===== src/rtl/strhw_block_feeder.sv =====
// Block feeder: packs a byte stream into 512-bit blocks, hands each block to the
// hash control logic over a trigger/state handshake, and presents the digest.

package strhw_block_feeder_pkg;
  typedef enum logic [1:0] {
    CLEAR = 2'd0,
    BUSY  = 2'd1,
    READY = 2'd2,
    DONE  = 2'd3
  } state_t;
endpackage

module strhw_block_feeder
  import strhw_block_feeder_pkg::*;
(
  input  logic         clk_i,
  input  logic         rst_ni,
  input  logic         s_valid_i,
  input  logic [7:0]   s_data_i,
  input  logic         s_last_i,
  output logic         s_ready_o,
  input  logic         hash_size_i,
  output logic         cl_trg_o,
  input  state_t       cl_state_i,
  output logic [511:0] cl_block_o,
  output logic [6:0]   cl_block_size_o,
  output logic         cl_hash_size_o,
  input  logic [511:0] cl_hash_i,
  output logic         m_hash_valid_o,
  output logic [511:0] m_hash_o,
  input  logic         m_hash_ready_i
);

  typedef enum logic [2:0] {
    S_IDLE,
    S_FILL,
    S_ISSUE,
    S_WAIT_BUSY,
    S_WAIT_END,
    S_RELEASE,
    S_OUT
  } fsm_t;

  fsm_t         state_q, state_d;
  logic [511:0] buf_q, buf_d;
  logic [6:0]   cnt_q, cnt_d;
  logic         hs_q, hs_d;
  logic         trg_q, trg_d;
  logic [511:0] hash_q, hash_d;
  logic         valid_q, valid_d;
  logic         first_q, first_d;   // next issue is the first block of the message
  logic         empty_q, empty_d;   // an empty trailing block is still owed

  logic         rdy;
  logic         accept;
  logic [6:0]   cnt_inc;

  assign rdy     = (state_q == S_IDLE) || (state_q == S_FILL);
  // Ready is gated by reset so it reads 0 while reset is held and 1 as soon as it lifts.
  assign s_ready_o = rst_ni & rdy;
  assign accept  = s_valid_i & rdy;
  assign cnt_inc = (cnt_q >= 7'd64) ? 7'd64 : cnt_q + 7'd1;

  assign cl_trg_o        = trg_q;
  assign cl_block_o      = buf_q;
  assign cl_block_size_o = cnt_q;
  assign cl_hash_size_o  = hs_q;
  assign m_hash_valid_o  = valid_q;
  assign m_hash_o        = hash_q;

  // Next-state and datapath update for the feeder FSM.
  always_comb begin
    state_d = state_q;
    buf_d   = buf_q;
    cnt_d   = cnt_q;
    hs_d    = hs_q;
    trg_d   = trg_q;
    hash_d  = hash_q;
    valid_d = valid_q;
    first_d = first_q;
    empty_d = empty_q;

    case (state_q)
      S_IDLE: begin
        if (accept) begin
          hs_d       = hash_size_i;
          buf_d      = '0;
          buf_d[7:0] = s_data_i;
          cnt_d      = 7'd1;
          first_d    = 1'b1;
          empty_d    = 1'b0;
          state_d    = s_last_i ? S_ISSUE : S_FILL;
        end
      end
      S_FILL: begin
        if (accept) begin
          buf_d[{cnt_q[5:0], 3'b000} +: 8] = s_data_i;
          cnt_d = cnt_inc;
          if (s_last_i || (cnt_q == 7'd63)) begin
            state_d = S_ISSUE;
            empty_d = s_last_i && (cnt_q == 7'd63);
          end
        end
      end
      S_ISSUE: begin
        if ((first_q && (cl_state_i == CLEAR)) || (!first_q && (cl_state_i == READY))) begin
          trg_d   = 1'b1;
          first_d = 1'b0;
          state_d = S_WAIT_BUSY;
        end
      end
      S_WAIT_BUSY: begin
        if (cl_state_i == BUSY) begin
          trg_d   = 1'b0;
          state_d = S_WAIT_END;
        end
      end
      S_WAIT_END: begin
        if (cl_state_i == READY) begin
          buf_d = '0;
          cnt_d = '0;
          if (empty_q) begin
            empty_d = 1'b0;
            state_d = S_ISSUE;
          end else begin
            state_d = S_FILL;
          end
        end else if (cl_state_i == DONE) begin
          // DONE always finishes the message, even if more blocks were expected.
          hash_d  = cl_hash_i;
          empty_d = 1'b0;
          trg_d   = 1'b1;
          state_d = S_RELEASE;
        end
      end
      S_RELEASE: begin
        if (cl_state_i == CLEAR) begin
          trg_d   = 1'b0;
          valid_d = 1'b1;
          state_d = S_OUT;
        end
      end
      S_OUT: begin
        if (m_hash_ready_i) begin
          valid_d = 1'b0;
          state_d = S_IDLE;
        end
      end
      default: state_d = S_IDLE;
    endcase
  end

  // State and datapath registers.
  always_ff @(posedge clk_i or negedge rst_ni) begin
    if (!rst_ni) begin
      state_q <= S_IDLE;
      buf_q   <= '0;
      cnt_q   <= '0;
      hs_q    <= 1'b0;
      trg_q   <= 1'b0;
      hash_q  <= '0;
      valid_q <= 1'b0;
      first_q <= 1'b0;
      empty_q <= 1'b0;
    end else begin
      state_q <= state_d;
      buf_q   <= buf_d;
      cnt_q   <= cnt_d;
      hs_q    <= hs_d;
      trg_q   <= trg_d;
      hash_q  <= hash_d;
      valid_q <= valid_d;
      first_q <= first_d;
      empty_q <= empty_d;
    end
  end

endmodule


===== config.mk =====
export PLATFORM = sky130hd
export DESIGN_NAME = strhw_block_feeder
export DESIGN_NICKNAME = d
export VERILOG_FILES = /design/src/rtl/strhw_block_feeder.sv
export SDC_FILE = /design/constraint.sdc
export NUM_CORES = 1
export LEC_CHECK = 0
export ABC_AREA = 1
export ABC_CLOCK_PERIOD_IN_PS = 2600
export BUFFER_PORTS_ARGS = -buffer_cell sky130_fd_sc_hd__buf_4
export CAP_MARGIN = 20
export CORE_AREA = 2 2 614 616
export DETAILED_ROUTE_END_ITERATION = 7
export DIE_AREA = 0 0 616 618
export PLACE_DENSITY = 0.32
export SKIP_CTS_REPAIR_TIMING = 1
export SLEW_MARGIN = 10
export SYNTH_ARGS = -nofsm -noshare
export SYNTH_HDL_FRONTEND = slang
export SYNTH_SLANG_ARGS = --single-unit

===== constraint.sdc =====
create_clock -name clk_i -period 2.6 [get_ports clk_i]
set_input_delay 0.39 -clock clk_i [delete_from_list [all_inputs] [get_ports clk_i]]
set_output_delay 0.39 -clock clk_i [all_outputs]
set_load 0.02 [all_outputs]

==> results of run 1 <==
[worst max-delay path by stage]
stage | to | from | slack (ps) | cells past startpoint
2_1_floorplan | cl_block_o[456]$_DFFE_PN0P_ | cl_block_size_o[0]$_DFFE_PN0P_ | 290 | 11
3_3_place_gp | cl_block_o[39]$_DFFE_PN0P_ | cl_block_size_o[1]$_DFFE_PN0P_ | -140 | 14
3_5_place_dp | cl_block_o[39]$_DFFE_PN0P_ | cl_block_size_o[1]$_DFFE_PN0P_ | -70 | 14
4_1_cts | cl_block_o[39]$_DFFE_PN0P_ | cl_block_size_o[1]$_DFFE_PN0P_ | -100 | 14
5_1_grt | cl_block_o[489]$_DFFE_PN0P_ | state_q[2]$_DFFE_PN0P_ | 2 | 9
6_report | cl_block_o[220]$_DFFE_PN0P_ | cl_block_size_o[1]$_DFFE_PN0P_ | 180 | 12
[metrics by stage]
| stage | area, sq um | util, % | worst slack [ps] | setup TNS [ps] | total power [mW] |
|---|---|---|---|---|---|
| floorplan | 43200 | - | 290 | 0 | 39.2 |
| global placement | 62100 | 16.6 | -136 | -137 | 58.5 |
| detailed placement | 62100 | 16.6 | -73.3 | -123 | 58.6 |
| CTS | 67300 | 18.0 | -98.7 | -547 | 81.5 |
| global route | 72700 | 19.4 | 1.58 | 0 | 84.2 |
| finish | 72800 | 19.5 | 176 | 0 | 80.0 |
[cells by family after synthesis]
| logic type | synth area share, % |
|---|---|
| xor gates and xnor gates | 0.0203 |
| muxes | 13.4 |
| buffers and inverters | 5.73 |
| AOI/OAI and AO/OA | 3.99 |
| adders and majority gates | 0.0579 |
| and+or+nand+nor | 16.7 |
| DFF | 60.1 |
[power by group through the flow]
stage	clock network [mW]	registers [mW]	logic, mW
finish	22.0	24.5	33.4
global route	23.7	25.2	35.4
CTS	23.1	24.7	33.8
detailed placement	0	24.9	33.7
global placement	0	24.8	33.7
floorplan	0	30.1	9.11
[area by class of cell]
class	instances	share of cell area (%)
inverter	356	1.86
clock inverter	56	0.999
clock buffer	220	6.12
sequential	1039	35.7
tap	4994	8.59
antenna	53	0.182
timing repair buffer	2255	26.1
multi-input combinational	2574	20.4
[critical path, stage by stage, from the launching register on]
cell and delay (ps):
dfrtp_1 370, inv_1 80, ha_1 340, buf_4 180
nor3_4 220, buf_4 160, nand2_1 60, nor2_1 160
buf_4 150, nand2_2 120, buf_12 190, o21ai_0 180
nor2_1 60
[Yosys cell counts (4+ instances only)]
library cell	count
dfrtp_1	1039
nor2_1	911
nand2_1	649
mux2_2	513
inv_1	333
o21ai_0	212
buf_2	131
o21bai_1	64
nor3_1	51
nand3_1	50
clkbuf_1	47
buf_1	45
o21ai_1	20
inv_2	19
nor2_2	17
nor2_4	17
nand2_2	14
nand3_4	14
a21oi_1	8
buf_4	7
nand3_2	7
nand4_1	7
buf_6	4
[per-layer routing]
layer	share of wire, %	wire length (um)	track usage, %	up-vias
li1	-	-	-	17800
met1	35	98200	13.7	18700
met2	54	150000	26.7	1178
met3	6.7	18700	5.21	349
met4	3.9	10800	5.13	86
met5	0.19	543	0	-
[registers in the layout (all words and copies together) (netlist names)]
signal and cells:
cl_block_o 512, first_q 1, cl_block_size_o 7, cl_trg_o 1, cl_hash_size_o 1, state_q 3
empty_q 1, m_hash_o 512, m_hash_valid_o 1
==> impl_results.md, run 1 <==
* Outcome: finished, final reports clean
* Wire per inst at 24.1 um
* Buffers on Ports at 1562
* Via/cell ratio at 3.29
* Pint at 47.0 mW
* Maxcap violations at 0
* Worst EP arrival at 3110 ps
* Layout cells sized above 1 at 40.0%
* Syn_nets at 4735
* DRT iter0 DRCs at 1814
* Fin crit share at 93.2%
* FILL cells at 41.2k
* Final Hold Fails at 0
* Worst relative slew slack at 25.5%
* NetSw at 32.9 mW
* Power Density at about 1100 nW/um^2
* Seq pwr share at 30.7%
* Clock Pin Slew Worst Setup and Hold Paths at ~60 ps
* Die Wd at between 600 and 700 um
* Hold Crit Depth at 3
* HP Start: s_data_i[4]
* Commonest non-fill, non-tap cell in the layout: buf_4
* Most frequent cells in the layout: 1666 x buf_4, 1038 x dfrtp_1, 909 x nor2_1
* Remaining DRCs at 0
* Root Driver: clkbuf_16
* Min-Delay Endpoint: cl_block_o[116]$_DFFE_PN0P_
* CTS tree: done
* Io pins at 1563
* Leakage power at 35.9 nW
* Total routed wirelength at 278000 um
* Ys flop type: dfrtp_1
* Clock Latency Late Sink at roughly 850 ps
* Worst min path class: in2reg
* Reg area at around 26000 sq um
* Synth top area share at 60.1%
* Minimum clock period at 2420 ps
* Area growth from synthesis to layout at 68.3%
* Die Area at 381000 sq um
* #FFs+latches synth at 1039
* HPWL after DPL at 218000 um
* Sink Count at ~1.0k
* Aggregate global routing overflow at 0
* Combinational power share at between 40% and 50%
* Fmax at about 410 MHz
* Final std cells w/o fill at about 12k
* Post-Synthesis Cell Area at 43200 sq um
* Vias in the first global route at 37.5k
* FF-to-FF path depth at 12
* Core Rows at 225
* Worst-Margin Slew at roughly 1100 ps
* Yosys warns at 0
* Yosys cell types at 39
* GRT Total Usage at 14.0%
* Placed Cells at 10.7k
* CTS buffer count at ~160
* Worst Path Required at roughly 3300 ps
* Chip Height at 618 um
* Fraction of registers with async set/reset at 100%
* Reg2Reg Setup Slack at 180 ps
* Mapped Cells at 4205
* Post-layout nets at 6911
* Vias after detailed routing at roughly 38k
* Starting density of the core at between 10 and 15%
* Top area cells in the synthesized netlist: dfrtp_1 60%, mux2_2 13%, nor2_1 7.9%
* H-tree depth at 4
* Clock share of power at roughly 28%
* Post-DRT Antenna Nets at 0
* Synth area leader: dfrtp_1
* Core ar. at 374000 sq um
* Hold slack at 52.6 ps
* CP startpoint kind: flip-flop
* Post-Route Skew at between 20 and 30 ps
* CP Capture Type: flip-flop
* Critical path type: reg2reg
* Drt first pass iters at 5
* Worst VDD drop at 0.653 mV
* Multi-input logic area at approximately 15000 sq um
* RePlAce Congestion at 0.882
* RR Startpoint: cl_block_size_o[1]$_DFFE_PN0P_
* Final setup violation count at 0
* Switching Fraction at 41.2%
* Post-synth EDFFs at 0
* Reg2reg end: cl_block_o[220]$_DFFE_PN0P_
* Pin count of the biggest net entering global routing at roughly 140
* Initial antenna violation count at 101
* CP Max Fanout at 16
* Syn avg cell area at about 10 sq um
* Final slew viol count at 0
* Sequential share of the synthesized area at approximately three fifths
* RSZ-0062 raised after global routing: no
* Global-route wire length before repair at 362000 um
* Max Root-Sink Buffers at 4
No activity file was read; power rests on OpenSTA's default activity.
==> run 2: changes to the inputs <==
Settings changed: BUFFER_PORTS_ARGS -buffer_cell sky130_fd_sc_hd__buf_4 to not set, DONT_BUFFER_PORTS set to 1, PLACE_DENSITY 0.32 to 0.3.
==> run 2 against run 1 <==
Against the previous run: the flow now finishes with violations (hold timing); critical path depth increased by 2; combinational power decreased by 54%; clock power decreased by 5%; die area unchanged; register-to-register slack about the same; critical path type unchanged; largest cell class unchanged.
==> impl_results.md, run 2 (synthesis gave the netlist of run 1 again) <==
* Post-layout nets at 5373 (was 6911)
* CP Max Fanout at 9 (was 16)
* Worst min path class: in2reg (unchanged)
* Sink Count at 1039 (unchanged)
* CTS buffer count at 149 (was 155)
* Post-DRT Antenna Nets at 0 (unchanged)
* Area growth from synthesis to layout at 41.6% (was 68.3%)
* Drt first pass iters at 5 (unchanged)
* Pin count of the biggest net entering global routing at 128 (was 144)
* Pwr Total at 71.8 mW (was 80.0 mW)
* Worst EP arrival at 3130 ps (was 3110 ps)
* Clock Pin Slew Worst Setup and Hold Paths at 50 ps (was 60 ps)
* Wire per inst at 26.4 um (was 24.1 um)
* Minimum clock period at 2420 ps (about the same)
* H-tree depth at 4 (unchanged)
* Final Core Density at 16.4% (was 19.5%)
* Root Driver: clkbuf_16 (unchanged)
* Leakage power at 27.9 nW (was 35.9 nW)
* Die Area at 381000 sq um (unchanged)
* Final setup violation count at 0 (unchanged)
* Pre-CTS WS at -365 ps (was -73.3 ps)
* Io pins at 1563 (unchanged)
* Via/cell ratio at 3.26 (was 3.29)
* Fin crit share at 93.0% (was 93.2%)
* Maxcap violations at 0 (unchanged)
* Worst-Margin Slew at 827 ps (was 1120 ps)
* Global-route wire length before repair at 334000 um (was 362000 um)
* CP Capture Type: flip-flop (unchanged)
* Final slew viol count at 0 (unchanged)
* Worst relative slew slack at 44.8% (was 25.5%)
* Core ar. at 374000 sq um (unchanged)
* GRT Total Usage at 13.2% (was 14.0%)
* Outcome: finished with violations (was finished, final reports clean)
* Failing checks: hold timing
* Total routed wirelength at 265000 um (was 278000 um)
* CTS tree: done (unchanged)
* Layout cells sized above 1 at 21.5% (was 40.0%)
* Power Density at 1170 nW/um^2 (was 1100 nW/um^2)
* RePlAce Congestion at 0.824 (was 0.882)
* Post-Route Skew at 48.3 ps (was 28.1 ps)
* Critical path type: reg2reg (unchanged)
* Remaining DRCs at 0 (unchanged)
* Core Rows at 225 (unchanged)
* Vias in the first global route at 30.2k (was 37.5k)
* Max Root-Sink Buffers at 4 (unchanged)
* Initial antenna violation count at 145 (was 101)
* Final Hold Fails at 122 (was 0)
* Buffers on Ports at 0 (was 1562)
* CP startpoint kind: flip-flop (unchanged)
* Worst Path Required at 3310 ps (was 3290 ps)
* Fmax at 413 MHz (about the same)
* DRT iter0 DRCs at 1986 (was 1814)
* FILL cells at 41.5k (was 41.2k)
* Die Wd at 616 um (unchanged)
* Aggregate global routing overflow at 0 (unchanged)
* Starting density of the core at 11.6% (unchanged)
* HPWL after DPL at 201000 um (was 218000 um)
* Chip Height at 618 um (unchanged)
* Worst VDD drop at 0.680 mV (was 0.653 mV)
* Vias after detailed routing at 32.7k (was 38.0k)
* Hold slack at -269 ps (was 52.6 ps)
* Clock Latency Late Sink at 840 ps (was 850 ps)
* Multi-input logic area at 15000 sq um (was 14900 sq um)
* Reg area at 26000 sq um (about the same)
* Most frequent cells in the layout: 1039 x dfrtp_1, 905 x nor2_1, 641 x nand2_1 (was 1666 x buf_4, 1038 x dfrtp_1, 909 x nor2_1)
* Post-route worst setup slack at 181 ps (was 176 ps)
* Commonest non-fill, non-tap cell in the layout: dfrtp_1 (was buf_4)
run 2: changes by cell type in the layout (fill, tap and decap cells not counted), moves of 4 or more:
| cell | delta |
|---|---|
| inv_1 | -4 |
| buf_16 | +8 |
| clkbuf_1 | -4 |
| nor2_4 | +7 |
| diode_2 | +38 |
| clkbuf_8 | -7 |
| buf_12 | -11 |
| clkinv_2 | -7 |
| buf_4 | -1529 |
| nor2_1 | -4 |
run 2: final timing paths:
| check | depth (start not counted) | end | slack (ps) | start |
|---|---|---|---|---|
| setup / recovery | 14 | cl_block_o[266]$_DFFE_PN0P_ | 180 | cl_block_size_o[0]$_DFFE_PN0P_ |
| max in group asynchronous | 4 | cl_block_o[136]$_DFFE_PN0P_ | 1240 | rst_ni |
| hold reg to reg | 2 | empty_q$_DFFE_PN0P_ | 500 | empty_q$_DFFE_PN0P_ |
| hold / removal | 2 | cl_block_o[152]$_DFFE_PN0P_ | -270 | s_data_i[0] |
| min in group asynchronous | 2 | cl_block_o[135]$_DFFE_PN0P_ | 150 | rst_ni |
| setup reg to reg | 14 | cl_block_o[266]$_DFFE_PN0P_ | 180 | cl_block_size_o[0]$_DFFE_PN0P_ |
run 2: power by group:
| part | leakage, nW | switching (mW) | total (mW) | internal [mW] |
|---|---|---|---|---|
| Combinational | 11.8 | 8.75 | 15.3 | 6.51 |
| Sequential | 13.7 | 14.5 | 35.6 | 21.0 |
| Clock | 2.38 | 8.61 | 21.0 | 12.4 |
| Total | 27.9 | 31.9 | 71.8 | 39.9 |
run 2: metrics by stage:
| stage | cells | TNS, ps | cell area [sq um] | hold WS [ps] |
|---|---|---|---|---|
| final | 10000 | 0 | 61200 | -269 |
| after floorplan | 4205 | 0 | 43200 | 94.4 |
| after global routing | 10000 | -48.4 | 61200 | -338 |
| after CTS | 9377 | -41010 | 55000 | -658 |
| after global placement | 9120 | -93130 | 50100 | 335 |
| after detailed placement | 9121 | -25640 | 50100 | 330 |
run 2: final cells by class:
cell class | count | share of cell area (%)
clock buffers | 205 | 6.93
well taps | 4994 | 10.2
inverters | 356 | 2.23
flip-flops and latches | 1039 | 42.5
clock inverters | 51 | 1.05
repair buffers | 723 | 12.3
diodes | 91 | 0.372
multi-input cells | 2574 | 24.4
run 2: per-layer routing:
metal	up-vias	global-route usage, %	part of all wire [%]
met4	90	4.02	3.3
met5	-	0	0.23
li1	14800	-	-
met3	373	5.49	7.8
met1	16200	12.3	33
met2	1352	25.9	55
run 2: worst max-delay path, stage by stage (launching register included):
cell     delay, ps
dfrtp_1        400
inv_2           90
ha_4           140
buf_4          110
inv_1           30
nand2_1         60
nand2_2         60
buf_4          160
nor2_1         110
buf_4          170
nand3_2        240
nor2_4         370
inv_2          140
nor2_1         120
nor2_1          70
==> run 3: changes to the inputs <==
--- a/config.mk
+++ b/config.mk
@@ -10,5 +10,5 @@
 export CAP_MARGIN = 20
-export CORE_AREA = 2 2 614 616
+export CORE_AREA = 5 5 599 601
 export DETAILED_ROUTE_END_ITERATION = 7
-export DIE_AREA = 0 0 616 618
+export DIE_AREA = 0 0 604 606
 export DONT_BUFFER_PORTS = 1
==> constraint.sdc (replaced) <==
create_clock -name clk_i -period 2.6 [get_ports clk_i]
set_input_delay 0.65 -clock clk_i [delete_from_list [all_inputs] [get_ports clk_i]]
set_output_delay 0.65 -clock clk_i [all_outputs]
set_load 0.02 [all_outputs]
==> run 3 against run 2 <==
Against the previous run: the run still ends with hold timing left; global-route usage decreased by 1.0 points; clock-buffer cell count is 7 lower; highest routed layer unchanged; core utilization grew 0.70 points; worst setup slack worse by 5.7 ps; cell count shrank 3.4%.
==> impl_results.md, run 3 (synthesis gave the netlist of run 1 again) <==
* Worst setup path start: state_q[2]$_DFFE_PN0P_ (was cl_block_size_o[0]$_DFFE_PN0P_)
* Initial antenna violation count at 93 (was 145)
* Core Rows at 218 (was 225)
* Layout cells sized above 1 at 20.2% (was 21.5%)
* Post-DRT Antenna Nets at 0 (unchanged)
* Combinational power share at 20.0% (was 21.2%)
* Pin count of the biggest net entering global routing at 217 (was 128)
* Hold slack at -454 ps (was -269 ps)
* Clock Latency Late Sink at 820 ps (was 840 ps)
* Remaining DRCs at 0 (unchanged)
* Core ar. at 352000 sq um (was 374000 sq um)
* RePlAce Congestion at 0.826 (was 0.824)
* Reg2Reg Setup Slack at 200 ps (was 180 ps)
* Vias after detailed routing at 32.1k (was 32.7k)
* HPWL after DPL at 175000 um (was 201000 um)
* Final Hold Fails at 217 (was 122)
* Worst EP arrival at 1770 ps (was 3130 ps)
* Via/cell ratio at 3.31 (was 3.26)
* Root Driver: clkbuf_16 (unchanged)
* TNS Setup at 0 ps (unchanged)
* Die Wd at 604 um (was 616 um)
* Minimum clock period at 2420 ps (about the same)
* Maxcap violations at 0 (unchanged)
* Chip Height at 606 um (was 618 um)
* H-tree depth at 4 (unchanged)
* Pint at 38.6 mW (was 39.9 mW)
* Most frequent cells in the layout: 1039 x dfrtp_1, 906 x nor2_1, 646 x nand2_1 (was 1039 x dfrtp_1, 905 x nor2_1, 641 x nand2_1)
* Worst relative slew slack at 23.9% (was 44.8%)
* Switching Fraction at 43.5% (was 44.4%)
* Io pins at 1563 (unchanged)
* CTS buffer count at 146 (was 149)
* RR Startpoint: cl_block_size_o[1]$_DFFE_PN0P_ (was cl_block_size_o[0]$_DFFE_PN0P_)
* Outcome: finished with violations (unchanged)
* DRT iter0 DRCs at 2158 (was 1986)
* NetSw at 29.7 mW (was 31.9 mW)
* Worst min path class: in2async (was in2reg)
* Global-route wire length before repair at 305000 um (was 334000 um)
* Clock Pin Slew Worst Setup and Hold Paths at 60 ps (was 50 ps)
* Worst Path Required at 1950 ps (was 3310 ps)
* Power Density at 1140 nW/um^2 (was 1170 nW/um^2)
* Final slew viol count at 0 (unchanged)
* Worst-Margin Slew at 1140 ps (was 827 ps)
* CP startpoint kind: flip-flop (unchanged)
* Pwr Total at 68.3 mW (was 71.8 mW)
* Area growth from synthesis to layout at 39.0% (was 41.6%)
* Drt first pass iters at 5 (unchanged)
* Fin crit share at 93.2% (was 93.0%)
* Post-layout nets at 5314 (was 5373)
* Fmax at 412 MHz (was 413 MHz)
* CP Capture Type: output pin (was flip-flop)
* Sink Count at 1039 (unchanged)
* RSZ-0062 raised after global routing: yes
* Clock share of power at 29.5% (was 29.2%)
* Total routed wirelength at 241000 um (was 265000 um)
* Critical path type: reg2out (was reg2reg)
* Crit path to: s_ready_o (was cl_block_o[266]$_DFFE_PN0P_)
* Die Area at 366000 sq um (was 381000 sq um)
* CP Max Fanout at 6 (was 9)
* Commonest non-fill, non-tap cell in the layout: dfrtp_1 (unchanged)
* Max Root-Sink Buffers at 4 (unchanged)
* Seq pwr share at 50.5% (was 49.5%)
* Final setup violation count at 0 (unchanged)
* Vias in the first global route at 30.2k (about the same)
* GRT Total Usage at 12.2% (was 13.2%)
* Wire per inst at 24.9 um (was 26.4 um)
* Starting density of the core at 12.3% (was 11.6%)
* Failing checks: hold timing (unchanged)
* Aggregate global routing overflow at 0 (unchanged)
* FF-to-FF path depth at 14 (unchanged)
* Buffers on Ports at 0 (unchanged)
* Post-Route Skew at 36.8 ps (was 48.3 ps)
* Leakage power at 27.6 nW (was 27.9 nW)
* Worst VDD drop at 0.605 mV (was 0.680 mV)
* Reg2reg end: cl_block_o[470]$_DFFE_PN0P_ (was cl_block_o[266]$_DFFE_PN0P_)
* CTS tree: done (unchanged)
==> run 3: cell types whose count changed in the layout (fill, tap and decap cells not counted), moves of 5 or more <==
cell / before / now
buf_12: 48 / 35
buf_4: 137 / 85
diode_2: 91 / 73
nor2_2: 11 / 17
buf_16: 8 / 14
dlygate4sd3_1: 523 / 532
nor2_4: 29 / 22
nand2_2: 16 / 10
nand2_1: 641 / 646
buf_6: 6 / 0
clkinv_2: 18 / 33
clkinvlp_4: 9 / 1
clkbuf_16: 154 / 147
==> run 3: per-stage QoR <==
step                setup WS, ps  instances  hold WS [ps]  utilization (%)  instance area [sq um]
detailed placement          -201       8818           363             14.0                  49400
floorplan                    290       4205           354                -                  43200
finish                       176       9696          -454             17.1                  60100
CTS                         -136       9075          -586             15.4                  54100
global route                3.89       9669          -552             17.0                  60000
global placement            -187       8818           363             14.0                  49400
==> run 3: how the worst min path moves through the flow <==
stage	cells past startpoint	slack (ps)	end	startpoint
after floorplan	0	350	cl_block_o[0]$_DFFE_PN0P_	rst_ni
after global placement	0	360	m_hash_o[333]$_DFFE_PN0P_	rst_ni
after detailed placement	0	360	m_hash_o[333]$_DFFE_PN0P_	rst_ni
after CTS	0	-590	cl_block_o[277]$_DFFE_PN0P_	rst_ni
after global routing	0	-550	cl_block_o[277]$_DFFE_PN0P_	rst_ni
final	0	-450	cl_block_o[277]$_DFFE_PN0P_	rst_ni
==> run 3: per-layer routing <==
metal / track usage (%) / wire [um]
met1: 11.6 / 83100
met2: 23.3 / 129000
met3: 4.95 / 19000
met4: 4.37 / 9520
met5: 0 / 324
==> run 3: critical path, stage by stage, from the launching register on <==
cell and delay (ps):
dfrtp_1 450, buf_4 200, nor3b_2 160, buf_4 160
==> run 3: power by group through the flow <==
stage	combinational [mW]	sequential, mW	clock (mW)
2_1_floorplan	9.11	30.1	0
3_3_place_gp	12.8	35.5	0
3_5_place_dp	13.0	35.5	0
4_1_cts	13.0	35.2	21.1
5_1_grt	15.2	35.0	21.7
6_report	13.7	34.5	20.1
==> run 3: layout make-up <==
type / count / area [sq um]
sequential: 1039 / 26000
tap: 4730 / 5920
multi-input combinational: 2574 / 14900
clock buffer: 198 / 4050
clock inverter: 59 / 649
inverter: 356 / 1350
antenna: 73 / 183
fill: 38900 / 292000
timing repair buffer: 667 / 7070
